**src/rtl/ireg_pkg.sv**
```systemverilog
// ---------------------------------------------------------------------------
// ireg_pkg
// Shared types and helpers for the west-edge input register bank of the
// unary-rate systolic array.
//   IREG_DATA_W : default data width of one row
//   stage_t     : one pipeline stage record {valid, sign_ld, sign, data}
//   skew_depth  : number of internal skew stages for a given row
// ---------------------------------------------------------------------------
package ireg_pkg;

    localparam int unsigned IREG_DATA_W = 16;

    typedef struct packed {
        logic                   valid;
        logic                   sign_ld;
        logic                   sign;
        logic [IREG_DATA_W-1:0] data;
    } stage_t;

    // Row c sits c stages deep in the triangular skew; without skew every
    // row goes straight into its output register.
    function automatic int unsigned skew_depth(input int unsigned c, input bit skew_en);
        if (skew_en) begin
            return c;
        end else begin
            return 32'd0;
        end
    endfunction

endpackage

```
**src/rtl/ireg_delay_line.sv**
```systemverilog
// ---------------------------------------------------------------------------
// ireg_delay_line
// One row of the skew bank: DEPTH internal stages followed by the output
// register. DEPTH=0 leaves only the output register.
// Ports:
//   clk, rst_n          clock, async active-low reset
//   en_i                advance enable (hold everything when low)
//   clr_i               synchronous clear, wins over en_i
//   valid_i, data_i,
//   sign_ld_i, sign_i   stage record entering the row
//   valid_o, data_o,
//   sign_o              registered row outputs
//   busy_o              registered: a token is still inside the internal stages
// ---------------------------------------------------------------------------
module ireg_delay_line
    import ireg_pkg::*;
#(
    parameter int unsigned DEPTH = 0,
    parameter int unsigned WIDTH = IREG_DATA_W
) (
    input  logic             clk,
    input  logic             rst_n,
    input  logic             en_i,
    input  logic             clr_i,
    input  logic             valid_i,
    input  logic [WIDTH-1:0] data_i,
    input  logic             sign_ld_i,
    input  logic             sign_i,
    output logic             valid_o,
    output logic [WIDTH-1:0] data_o,
    output logic             sign_o,
    output logic             busy_o
);

    // Local record type so the data field follows this instance's WIDTH.
    typedef struct packed {
        logic             valid;
        logic             sign_ld;
        logic             sign;
        logic [WIDTH-1:0] data;
    } row_stage_t;

    row_stage_t       in_s;
    row_stage_t       tail_s;
    logic             busy_d;
    logic             busy_q;
    logic             valid_d;
    logic             valid_q;
    logic [WIDTH-1:0] data_d;
    logic [WIDTH-1:0] data_q;
    logic             sign_d;
    logic             sign_q;

    assign in_s = '{valid: valid_i, sign_ld: sign_ld_i, sign: sign_i, data: data_i};

    if (DEPTH == 0) begin : g_direct
        assign tail_s = in_s;
        assign busy_d = 1'b0;
    end else begin : g_chain
        row_stage_t stage_q [DEPTH];
        row_stage_t stage_d [DEPTH];

        // Shift the chain one stage per enabled cycle; busy is taken from the
        // post-update contents so it lines up with the registered stages.
        always_comb begin
            for (int i = 0; i < int'(DEPTH); i++) begin
                stage_d[i] = stage_q[i];
            end
            if (clr_i) begin
                for (int i = 0; i < int'(DEPTH); i++) begin
                    stage_d[i] = '0;
                end
            end else if (en_i) begin
                stage_d[0] = in_s;
                for (int i = 1; i < int'(DEPTH); i++) begin
                    stage_d[i] = stage_q[i-1];
                end
            end else begin
                for (int i = 0; i < int'(DEPTH); i++) begin
                    stage_d[i] = stage_q[i];
                end
            end
            busy_d = 1'b0;
            for (int i = 0; i < int'(DEPTH); i++) begin
                busy_d = busy_d | stage_d[i].valid | stage_d[i].sign_ld;
            end
        end

        // Skew stage registers.
        always_ff @(posedge clk or negedge rst_n) begin
            if (!rst_n) begin
                for (int i = 0; i < int'(DEPTH); i++) begin
                    stage_q[i] <= '0;
                end
            end else begin
                for (int i = 0; i < int'(DEPTH); i++) begin
                    stage_q[i] <= stage_d[i];
                end
            end
        end

        assign tail_s = stage_q[DEPTH-1];
    end

    // Output register next state: data and sign only move when their own
    // token is present, so the sign stays aligned with its data word.
    always_comb begin
        valid_d = valid_q;
        data_d  = data_q;
        sign_d  = sign_q;
        if (clr_i) begin
            valid_d = 1'b0;
            data_d  = '0;
            sign_d  = 1'b0;
        end else if (en_i) begin
            valid_d = tail_s.valid;
            if (tail_s.valid) begin
                data_d = tail_s.data;
            end else begin
                data_d = data_q;
            end
            if (tail_s.sign_ld) begin
                sign_d = tail_s.sign;
            end else begin
                sign_d = sign_q;
            end
        end else begin
            valid_d = valid_q;
            data_d  = data_q;
            sign_d  = sign_q;
        end
    end

    // Output and busy registers.
    always_ff @(posedge clk or negedge rst_n) begin
        if (!rst_n) begin
            valid_q <= 1'b0;
            data_q  <= '0;
            sign_q  <= 1'b0;
            busy_q  <= 1'b0;
        end else begin
            valid_q <= valid_d;
            data_q  <= data_d;
            sign_q  <= sign_d;
            busy_q  <= busy_d;
        end
    end

    assign valid_o = valid_q;
    assign data_o  = data_q;
    assign sign_o  = sign_q;
    assign busy_o  = busy_q;

endmodule

```
**src/rtl/ireg_skew_bank.sv**
```systemverilog
// ---------------------------------------------------------------------------
// ireg_skew_bank
// Horizontal input register bank at the west edge of the systolic array.
// Time-aligned row words enter together; row c leaves D(c)+1 enabled cycles
// later (D(c)=c with skew, 0 without), carrying valid and a sign-load token.
// Ports:
//   clk, rst_n      clock, async active-low reset
//   en, clr         advance enable, synchronous clear (clr wins)
//   i_valid         shared input valid
//   i_data          row c at [c*WIDTH +: WIDTH]
//   i_sign          per-row sign value
//   i_sign_ld       load i_sign alongside this cycle's data
//   o_valid/o_data  per-row skewed valid and held data
//   o_sign          per-row held sign
//   o_busy          a token is still inside the skew stages
// ---------------------------------------------------------------------------
module ireg_skew_bank
    import ireg_pkg::*;
#(
    parameter int unsigned CH      = 4,
    parameter int unsigned WIDTH   = IREG_DATA_W,
    parameter bit          SKEW_EN = 1'b1
) (
    input  logic                clk,
    input  logic                rst_n,
    input  logic                en,
    input  logic                clr,
    input  logic                i_valid,
    input  logic [CH*WIDTH-1:0] i_data,
    input  logic [CH-1:0]       i_sign,
    input  logic                i_sign_ld,
    output logic [CH-1:0]       o_valid,
    output logic [CH*WIDTH-1:0] o_data,
    output logic [CH-1:0]       o_sign,
    output logic                o_busy
);

    logic [CH-1:0] row_busy_s;

    for (genvar c = 0; c < CH; c++) begin : g_row
        ireg_delay_line #(
            .DEPTH (skew_depth(c, SKEW_EN)),
            .WIDTH (WIDTH)
        ) u_line (
            .clk       (clk),
            .rst_n     (rst_n),
            .en_i      (en),
            .clr_i     (clr),
            .valid_i   (i_valid),
            .data_i    (i_data[c*WIDTH +: WIDTH]),
            .sign_ld_i (i_sign_ld),
            .sign_i    (i_sign[c]),
            .valid_o   (o_valid[c]),
            .data_o    (o_data[c*WIDTH +: WIDTH]),
            .sign_o    (o_sign[c]),
            .busy_o    (row_busy_s[c])
        );
    end

    // Each row flag is already a register, so the OR stays glitch-free.
    assign o_busy = |row_busy_s;

endmodule

```
**config.mk**
```make
export PLATFORM = sky130hd
export DESIGN_NAME = ireg_skew_bank
export DESIGN_NICKNAME = d
export VERILOG_FILES = /design/src/rtl/ireg_pkg.sv /design/src/rtl/ireg_delay_line.sv /design/src/rtl/ireg_skew_bank.sv
export SDC_FILE = /design/constraint.sdc
export NUM_CORES = 1
export LEC_CHECK = 0
export CORE_AREA = 3 3 107 150
export DETAILED_ROUTE_END_ITERATION = 10
export DIE_AREA = 0 0 110 153
export GPL_ROUTABILITY_DRIVEN = 1
export PLACE_DENSITY = 0.78
export SYNTH_ARGS = -nofsm -noshare
export SYNTH_HDL_FRONTEND = slang
export SYNTH_SLANG_ARGS = --single-unit
export TNS_END_PERCENT = 20
```
**constraint.sdc**
```tcl
create_clock -name clk -period 1.5 [get_ports clk]
set_clock_uncertainty 0.2 [all_clocks]
set_input_delay 0.3 -clock clk [delete_from_list [all_inputs] [get_ports clk]]
set_output_delay 0.3 -clock clk [all_outputs]
set_load 0.02 [all_outputs]
```
[Word-level counts from Yosys, hierarchy flattened]
Index checks and enable logic that the tools add are counted.
Cells by class
  mux-type cells: 38
  reductions and logical operators: 18
  bitwise logic cells: 9
Operator list (number)
  $mux 16: 12
  $mux 57: 2
  $mux 38: 2
  $mux 19: 2
  $mux 1: 20
  $reduce_bool 2->1: 9
  $reduce_and 2->1: 8
  $or 1x1->1: 9
  $reduce_or 3->1: 1
Word-level totals
  output and inout port bits: 73
  input port bits: 74
  register bits after elaboration: 189
  logic and storage cells: 104

[Depth between registers and ports, before layout]
Gate-level depths: netlist of the first run.
  depth after elaboration: 7
  depth in mapped cells: 7
  mapped depth without buffers: 3

[By module]
Synthesis of the first run repeated with hierarchy kept, for this count alone.
Unflattened totals
  cells, all modules: 701
  area total of the unflattened synthesis: 8222.9 µm²
By module, submodules not included
  ireg_delay_line at g_row[3].u_line: sequential area each 1901.8 µm², cells each 266, times used 1, area an instance 3076.7 µm²
  ireg_delay_line at g_row[2].u_line: sequential area each 1426.4 µm², cells each 205, times used 1, area an instance 2474.9 µm²
  ireg_delay_line at g_row[1].u_line: sequential area each 950.9 µm², cells each 146, times used 1, area an instance 1706.6 µm²
  ireg_delay_line at g_row[0].u_line: sequential area each 450.4 µm², cells each 83, times used 1, area an instance 957.2 µm²
  ireg_skew_bank: sequential area each 0.0 µm², cells each 1, times used 1, area an instance 7.5 µm²

[Worst setup path before layout of the first run]
No wires, ideal clock.
  path type: input -> register
  start: input en
  end: register g_row[3].u_line.busy_q
  data required time: 1161 ps
  slack: -71 ps
  cell stages on the path: 5
  data arrival time: 1232 ps
  setup time: 139 ps
  path buffers: 2
  cell sequence: buf_6 buf_6 mux2i_1 nor2_1 or4_1
RTL lines
  start, declared: line ireg_skew_bank.sv:26  | input logic en,
  end signal, assigned: line ireg_delay_line.sv:145  | busy_q <= busy_d;
  end, declared: line ireg_delay_line.sv:46  | logic busy_q;

[Worst setup path in the final report of the first run]
  start: register g_row[2].u_line.busy_q
  end: output o_busy
Between the ends
  longest elaborated chain between the ends: 1
RTL lines
  start, declared: line ireg_delay_line.sv:46
  start signal, assigned: line ireg_delay_line.sv:145
  $reduce_or 3->1: line ireg_skew_bank.sv:61  | assign o_busy = |row_busy_s;
  end, declared: line ireg_skew_bank.sv:35  | output logic o_busy
Every way passes these cells.

==> flow_results.xml, run 1 <==
<?xml version="1.0" encoding="UTF-8"?>
<metrics>
  <group name="worst_setup_path">
    <metric name="timing.critical_path.arrival" unit="ps">1330</metric>
    <metric name="crit_buf_inv" unit="">1</metric>
    <metric name="critical_path.max_fanout" unit="">1</metric>
    <metric name="cp_slowest_stage_delay" unit="ps">390</metric>
    <metric name="cp-start-kind" unit="">flip-flop</metric>
    <metric name="required_time_of_the_critical_path" unit="ps">1000</metric>
    <metric name="timing.critical_path.cells" unit="">or3_4 &gt; buf_6</metric>
    <metric name="end_kind" unit="">output port</metric>
    <metric name="critical_path_class" unit="">flip-flop to output port</metric>
    <metric name="cp_top_family" unit="">simple AND/OR/NAND/NOR gates</metric>
    <metric name="cpMaxStageDelayCell" unit="">or3_4</metric>
  </group>
  <group name="die">
    <metric name="pin_count" unit="">147</metric>
    <metric name="dieArea" unit="mm^2">0.0168</metric>
    <metric name="core_area" unit="mm^2">0.0149</metric>
    <metric name="initial_core_utilization" unit="%">50.9</metric>
    <metric name="die_span_x" unit="um">110</metric>
    <metric name="die_h" unit="um">153</metric>
    <metric name="site_rows" unit="">53</metric>
  </group>
  <group name="clocking">
    <metric name="htree_num_levels" unit="">4</metric>
    <metric name="clk_pin_slew_worst_paths" unit="ps">70</metric>
    <metric name="clock_tree_sinks" unit="">189</metric>
    <metric name="cts.root.buffer_cell" unit="">clkbuf_16</metric>
    <metric name="cts_tree" unit="">done</metric>
    <metric name="cts-buffers-inserted" unit="">17</metric>
    <metric name="clock_path_buffers" unit="">2</metric>
    <metric name="clkLatencyLatePin" unit="ps">430</metric>
  </group>
  <group name="final_layout">
    <metric name="final_cell_area" unit="mm^2">0.00997</metric>
    <metric name="synthToLayoutAreaGrowth" unit="%">31.2</metric>
    <metric name="area.sequential" unit="mm^2">0.00473</metric>
    <metric name="nNetsFinal" unit="">928</metric>
    <metric name="multi_input_area" unit="mm^2">0.00257</metric>
    <metric name="fillCellCount" unit="">1126</metric>
    <metric name="antenna_cells_inserted" unit="">0</metric>
    <metric name="final_layout_size_suffix_gt1_share" unit="%">17.1</metric>
  </group>
  <group name="global_route">
    <metric name="global_route.peak_usage_layer" unit="">met2</metric>
    <metric name="maximum_number_of_pins_on_one_net_before_global_route_repair" unit="">82</metric>
    <metric name="vias_in_the_first_global_route" unit="">5752</metric>
    <metric name="wire_length_of_the_first_global_routing_pass" unit="um">28300</metric>
    <metric name="gr-usage-met1" unit="%">26.4</metric>
    <metric name="global_router_s_overall_resource_usage" unit="%">21.3</metric>
    <metric name="global_route.overflow_total" unit="">0</metric>
    <metric name="groute.layer.met3.usage" unit="%">5.37</metric>
    <metric name="grt_use_met2" unit="%">35.5</metric>
    <metric name="antenna_found_initial" unit="">0</metric>
  </group>
  <group name="route">
    <metric name="route.detailed.wl_per_inst" unit="um">16.0</metric>
    <metric name="drtIter0Drc" unit="">297</metric>
    <metric name="antenna_violating_nets_post_route" unit="">0</metric>
    <metric name="drc" unit="">0</metric>
    <metric name="vias_per_cell" unit="">5.20</metric>
    <metric name="firstDrtPassIters" unit="">4</metric>
    <metric name="route.final.wire_length" unit="um">17000</metric>
    <metric name="via_count" unit="">5507</metric>
  </group>
  <group name="sta">
    <metric name="slew-limit-headroom" unit="%">67.1</metric>
    <metric name="grt_setup_unrepaired" unit="">true</metric>
    <metric name="worstMarginPinSlew" unit="ps">493</metric>
    <metric name="period_needed" unit="ps">1830</metric>
    <metric name="worst_path_setup_slack_after_routing" unit="ps">-331</metric>
    <metric name="timing_max_transition_violations_final" unit="">0</metric>
    <metric name="max_freq" unit="MHz">546</metric>
    <metric name="fin_crit_sh" unit="%">122</metric>
    <metric name="final_hold_viol_count" unit="">0</metric>
    <metric name="setup_tns" unit="ps">-331</metric>
    <metric name="timing.final.setup_violations" unit="">1</metric>
  </group>
  <group name="synth">
    <metric name="ys_ff_latch" unit="">189</metric>
    <metric name="synth_nets" unit="">780</metric>
    <metric name="syn-mean-instance-area" unit="um^2">10.8</metric>
    <metric name="netlist_area" unit="mm^2">0.00760</metric>
    <metric name="syn-instance-count" unit="">706</metric>
    <metric name="ys.warnings.count" unit="">0</metric>
    <metric name="synth_sequential_area_ratio" unit="%">62.3</metric>
    <metric name="synth_cell_type_count" unit="">18</metric>
  </group>
  <group name="placed_design">
    <metric name="hpwl_reported_at_the_end_of_detailed_placement" unit="um">11300</metric>
    <metric name="place_congestion" unit="">0.802</metric>
    <metric name="dpl_cell_area" unit="mm^2">0.00942</metric>
    <metric name="place.port_buffers" unit="">146</metric>
  </group>
  <group name="hold_path">
    <metric name="timing.hold.worst.class" unit="">input pin to flip-flop</metric>
  </group>
  <group name="run_status">
    <metric name="status" unit="">finished with violations</metric>
    <metric name="failing_checks" unit="">negative setup slack</metric>
  </group>
  <group name="power_and_ir_drop">
    <metric name="static-leakage-power" unit="nW">4.91</metric>
    <metric name="powerDensity" unit="mW/mm^2">1120</metric>
    <metric name="vdd_ir_drop_max" unit="mV">0.879</metric>
  </group>
  <group name="run">
    <metric name="max_cap_violations" unit="">0</metric>
  </group>
</metrics>
[layout make-up]
class	instances	area share (%)
timing repair buffer	186	17.9
clock buffer	19	4.34
multi-input combinational	460	25.8
sequential	189	47.4
clock inverter	13	2.11
tap	192	2.41
[Yosys cell counts, drive strengths merged]
cell type	count	area [um^2]
dfrtp	189	4730
nand2	140	526
nor2	109	409
mux2i	108	1080
a21oi	79	395
buf	42	251
clkbuf	15	56.3
nand2b	10	62.6
and2	4	25.0
nand3	4	20.0
or4	2	15.0
a211oi	1	7.51
nor3	1	5.00
or2	1	6.26
or3	1	6.26
[kinds of logic (layout without fill, tap and decap cells)]
group	Yosys count	in the layout	synth area share (%)
simple gates	272	272	14.1
flops	189	189	62.3
mux	108	108	14.2
compound gates	80	80	5.30
buf+inv	57	218	4.05
[metal layers]
layer | routed length (um) | share of wire, %
met5 | 0 | 0
met4 | 469 | 2.8
met3 | 755 | 4.5
met2 | 8950 | 53
met1 | 6790 | 40
[what timing repair did]
action,4_1_cts,5_1_grt
setup buffers,2,5
resized for setup,310,48
endpoints found under the hold margin,202,0
setup endpoints to repair,73,66
hold buffers,2,0
[registers in the layout, indices dropped and copies added (netlist names)]
name / flops
g_row.u_line.busy_o: 3
g_row.u_line.data_o: 64
g_row.u_line.g_chain.stage_q: 114
g_row.u_line.sign_o: 4
g_row.u_line.valid_o: 4
[path summary, 6_finish.rpt]
| check | start | slack, ps | cells past startpoint | to |
|---|---|---|---|---|
| worst max-delay path | g_row[2].u_line.busy_o | -330 | 2 | o_busy |
| worst max register to register | g_row[3].u_line.g_chain.stage_q[55] | 0 | 3 | g_row[3].u_line.busy_o |
| worst min register to register | g_row[1].u_line.g_chain.stage_q[11] | 310 | 2 | g_row[1].u_line.data_o[11] |
| worst min-delay path | clr | 20 | 3 | g_row[2].u_line.g_chain.stage_q[17] |
| min in group asynchronous | rst_n | 140 | 2 | g_row[1].u_line.g_chain.stage_q[7] |
| max in group asynchronous | rst_n | 440 | 3 | g_row[3].u_line.g_chain.stage_q[5] |
[power breakdown]
part	internal [mW]	total, mW	switching (mW)
clock	2.97	4.87	1.89
sequential	5.26	5.36	0.0955
combinational	0.477	0.986	0.509
total	8.71	11.2	2.50
[stage by stage]
stage | setup slack [ps] | std cells | utilization [%] | hold slack, ps | power, mW
after floorplan | -67.6 | 706 | - | -196 | 5.91
after global placement | -342 | 1018 | 63.1 | 39.8 | 6.40
after detailed placement | -398 | 1018 | 63.1 | 41.0 | 6.44
after CTS | -340 | 1054 | 65.6 | 6.99 | 11.3
after global routing | -358 | 1059 | 66.8 | 19.8 | 11.7
final | -331 | 1059 | 66.8 | 21.5 | 11.2
[cell usage in the layout (no fill, tap or decap), types with 2 or more instances in the layout]
cell type          n
dfrtp_1          189
nand2_1          139
nor2_1           109
mux2i_1          108
a21oi_1           79
clkdlybuf4s50_1   70
buf_2             43
buf_6             32
buf_4             23
clkbuf_16         17
buf_12            15
nand2b_1          10
bufinv_16          5
and2_1             4
nand3_1            4
inv_6              4
or4_1              2
clkbuf_1           2
clkinvlp_4         2
clkinv_2           2
[tightest hold or removal path: stages]
cell and delay (ps):
buf_6 120, nor2_1 60, buf_4 120
Power figures use the tool's default switching activity.
==> run 2, diff against run 1 <==
- CORE_AREA: 3 3 107 150 -> 3 3 105 147
- CTS_BUF_LIST: unset -> sky130_fd_sc_hd__clkbuf_4
- CTS_CLUSTER_SIZE: unset -> 16
- DIE_AREA: 0 0 110 153 -> 0 0 108 150
- PLACE_DENSITY: 0.78 -> 0.81
==> run 2 against run 1 <==
Effect of this change: the run still ends with negative setup slack left; critical path depth unchanged; fmax decreased by 6.4%; wire length decreased by 1.4%; combinational power increased by 4%; first-iteration DRC count decreased by 16%; clock-buffer cell count decreased by 2; non-clock buffer count increased by 17; setup slack got worse by 130 ps; sequential cell count unchanged; critical endpoint unchanged.
==> flow_results.xml, run 2 (same netlist as run 1, synthesis figures left out) <==
<?xml version="1.0" encoding="UTF-8"?>
<metrics>
  <group name="run_status">
    <metric name="status" unit="">finished with violations</metric>
    <metric name="failing_checks" unit="">negative setup slack</metric>
  </group>
  <group name="route">
    <metric name="drtIter0Drc" unit="">248</metric>
    <metric name="via_count" unit="">5610</metric>
    <metric name="route.met2.wl" unit="um">9170</metric>
    <metric name="route.detailed.wl_per_inst" unit="um">15.6</metric>
    <metric name="route.final.wire_length" unit="um">16700</metric>
    <metric name="vias_per_cell" unit="">5.22</metric>
    <metric name="drc" unit="">0</metric>
    <metric name="wl_met1" unit="um">6580</metric>
    <metric name="antenna_violating_nets_post_route" unit="">0</metric>
    <metric name="detailroute.wirelength.met3" unit="um">601</metric>
    <metric name="top_layer_used" unit="">met4</metric>
    <metric name="firstDrtPassIters" unit="">5</metric>
  </group>
  <group name="global_route">
    <metric name="wire_length_of_the_first_global_routing_pass" unit="um">27100</metric>
    <metric name="antenna_found_initial" unit="">1</metric>
    <metric name="global_router_s_overall_resource_usage" unit="%">20.9</metric>
    <metric name="maximum_number_of_pins_on_one_net_before_global_route_repair" unit="">82</metric>
    <metric name="global_route.overflow_total" unit="">0</metric>
    <metric name="vias_in_the_first_global_route" unit="">5726</metric>
  </group>
  <group name="die">
    <metric name="die_h" unit="um">150</metric>
    <metric name="die_span_x" unit="um">108</metric>
    <metric name="dieArea" unit="mm^2">0.0162</metric>
    <metric name="site_rows" unit="">52</metric>
    <metric name="pin_count" unit="">147</metric>
    <metric name="initial_core_utilization" unit="%">52.8</metric>
    <metric name="core_area" unit="mm^2">0.0144</metric>
  </group>
  <group name="hold_path">
    <metric name="holdCritStartpoint" unit="">en</metric>
    <metric name="timing.hold.worst.class" unit="">input pin to flip-flop</metric>
    <metric name="min_delay_worst_endpoint" unit="">g_row[2].u_line.g_chain.stage_q[16]</metric>
    <metric name="hold_path_depth" unit="">4</metric>
  </group>
  <group name="clocking">
    <metric name="cts-buffers-inserted" unit="">17</metric>
    <metric name="clkLatencyLatePin" unit="ps">530</metric>
    <metric name="cts_tree" unit="">done</metric>
    <metric name="cts.root.buffer_cell" unit="">clkbuf_4</metric>
    <metric name="clock_path_buffers" unit="">2</metric>
    <metric name="clk_pin_slew_worst_paths" unit="ps">150</metric>
    <metric name="htree_num_levels" unit="">4</metric>
    <metric name="clock_tree_sinks" unit="">189</metric>
  </group>
  <group name="worst_setup_path">
    <metric name="required_time_of_the_critical_path" unit="ps">1000</metric>
    <metric name="reg2reg_slack" unit="ps">-30</metric>
    <metric name="critical_path_class" unit="">flip-flop to output port</metric>
    <metric name="end_kind" unit="">output port</metric>
    <metric name="cp-start-kind" unit="">flip-flop</metric>
    <metric name="critical_path.max_fanout" unit="">1</metric>
    <metric name="worst_r2r_path_depth" unit="">3</metric>
    <metric name="timing.critical_path.arrival" unit="ps">1460</metric>
    <metric name="reg2reg_to" unit="">g_row[3].u_line.g_chain.stage_q[55]</metric>
    <metric name="reg2reg_from" unit="">g_row[3].u_line.g_chain.stage_q[55]</metric>
  </group>
  <group name="placed_design">
    <metric name="dp_worst_slack" unit="ps">-372</metric>
    <metric name="place_congestion" unit="">0.765</metric>
    <metric name="hpwl_reported_at_the_end_of_detailed_placement" unit="um">11700</metric>
    <metric name="dpl.cell_count" unit="">1023</metric>
    <metric name="place.port_buffers" unit="">146</metric>
  </group>
  <group name="final_layout">
    <metric name="largest_register_ff_count" unit="">114</metric>
    <metric name="post-route-util" unit="%">67.8</metric>
    <metric name="final_common_cell" unit="">dfrtp_1</metric>
    <metric name="fillCellCount" unit="">1100</metric>
    <metric name="final_layout_size_suffix_gt1_share" unit="%">18.2</metric>
    <metric name="synthToLayoutAreaGrowth" unit="%">28.4</metric>
    <metric name="final_cell_mix" unit="">189 x dfrtp_1, 140 x nand2_1, 109 x nor2_1, 108 x mux2i_1, 78 x a21oi_1</metric>
    <metric name="layoutNonFillerInstCount" unit="">1074</metric>
    <metric name="area.sequential" unit="mm^2">0.00473</metric>
    <metric name="nNetsFinal" unit="">945</metric>
    <metric name="largest-register" unit="">g_row.u_line.g_chain.stage_q</metric>
    <metric name="multi_input_area" unit="mm^2">0.00257</metric>
  </group>
  <group name="sta">
    <metric name="fin_crit_sh" unit="%">130</metric>
    <metric name="worstMarginPinSlew" unit="ps">348</metric>
    <metric name="timing.hold.ws" unit="ps">25.3</metric>
    <metric name="grt_setup_unrepaired" unit="">true</metric>
    <metric name="worst_path_setup_slack_after_routing" unit="ps">-456</metric>
    <metric name="timing.final.setup_violations" unit="">75</metric>
    <metric name="slew-limit-headroom" unit="%">76.8</metric>
    <metric name="timing_max_transition_violations_final" unit="">0</metric>
    <metric name="max_freq" unit="MHz">511</metric>
    <metric name="period_needed" unit="ps">1960</metric>
    <metric name="final_hold_viol_count" unit="">0</metric>
  </group>
  <group name="run">
    <metric name="max_cap_violations" unit="">0</metric>
  </group>
  <group name="power_and_ir_drop">
    <metric name="static-leakage-power" unit="nW">4.83</metric>
    <metric name="power" unit="mW">8.99</metric>
    <metric name="vdd_ir_drop_max" unit="mV">0.556</metric>
    <metric name="powerDensity" unit="mW/mm^2">921</metric>
  </group>
</metrics>
run 2: timing repair:
action / 4_1_cts / 5_1_grt
buffers inserted: 2 / 10
gates cloned: 0 / 0
hold buffers: 6 / 1
gates resized for setup: 324 / 45
pin swaps: 1 / 3
endpoints found under the hold margin: 211 / 2
setup endpoints to repair: 73 / 95
run 2: routing by layer:
layer | global-route usage (%) | up-vias
met5 | 0 | -
met2 | 36.5 | 139
li1 | - | 2633
met3 | 4.23 | 33
met4 | 7.39 | 0
met1 | 25.8 | 2805
run 2: critical path, stage by stage, from the launching register on:
cell and delay [ps]:
dfrtp_1 390, or3_4 390, buf_6 140
run 2: layout make-up:
class,count,area share (%)
Sequential cell,189,48.5
Multi-Input combinational cell,460,26.4
Antenna cell,1,0.0257
Clock inverter,15,1.41
Timing Repair Buffer,203,20.0
Clock buffer,17,1.31
Tap cell,189,2.42
run 2: power breakdown:
part	switching, mW	internal [mW]	total (mW)
combinational	0.515	0.511	1.03
sequential	0.0980	5.26	5.36
clock	1.75	0.857	2.60
total	2.36	6.63	8.99
run 2: metrics by stage:
step	TNS, ps	cell area, um^2
final	-8020	9750
after floorplan	-115	7600
after detailed placement	-5860	9470
after global routing	-14990	9750
after CTS	-14640	9540
after global placement	-2920	9470
run 2: worst max path at each step:
stage | start | endpoint | slack, ps
3_5_place_dp | i_sign_ld | g_row[2].u_line.busy_o | -370
3_3_place_gp | i_sign_ld | g_row[2].u_line.busy_o | -270
6_report | g_row[3].u_line.busy_o | o_busy | -460
2_1_floorplan | en | g_row[3].u_line.busy_o | -70
5_1_grt | g_row[3].u_line.busy_o | o_busy | -540
4_1_cts | g_row[3].u_line.busy_o | o_busy | -520
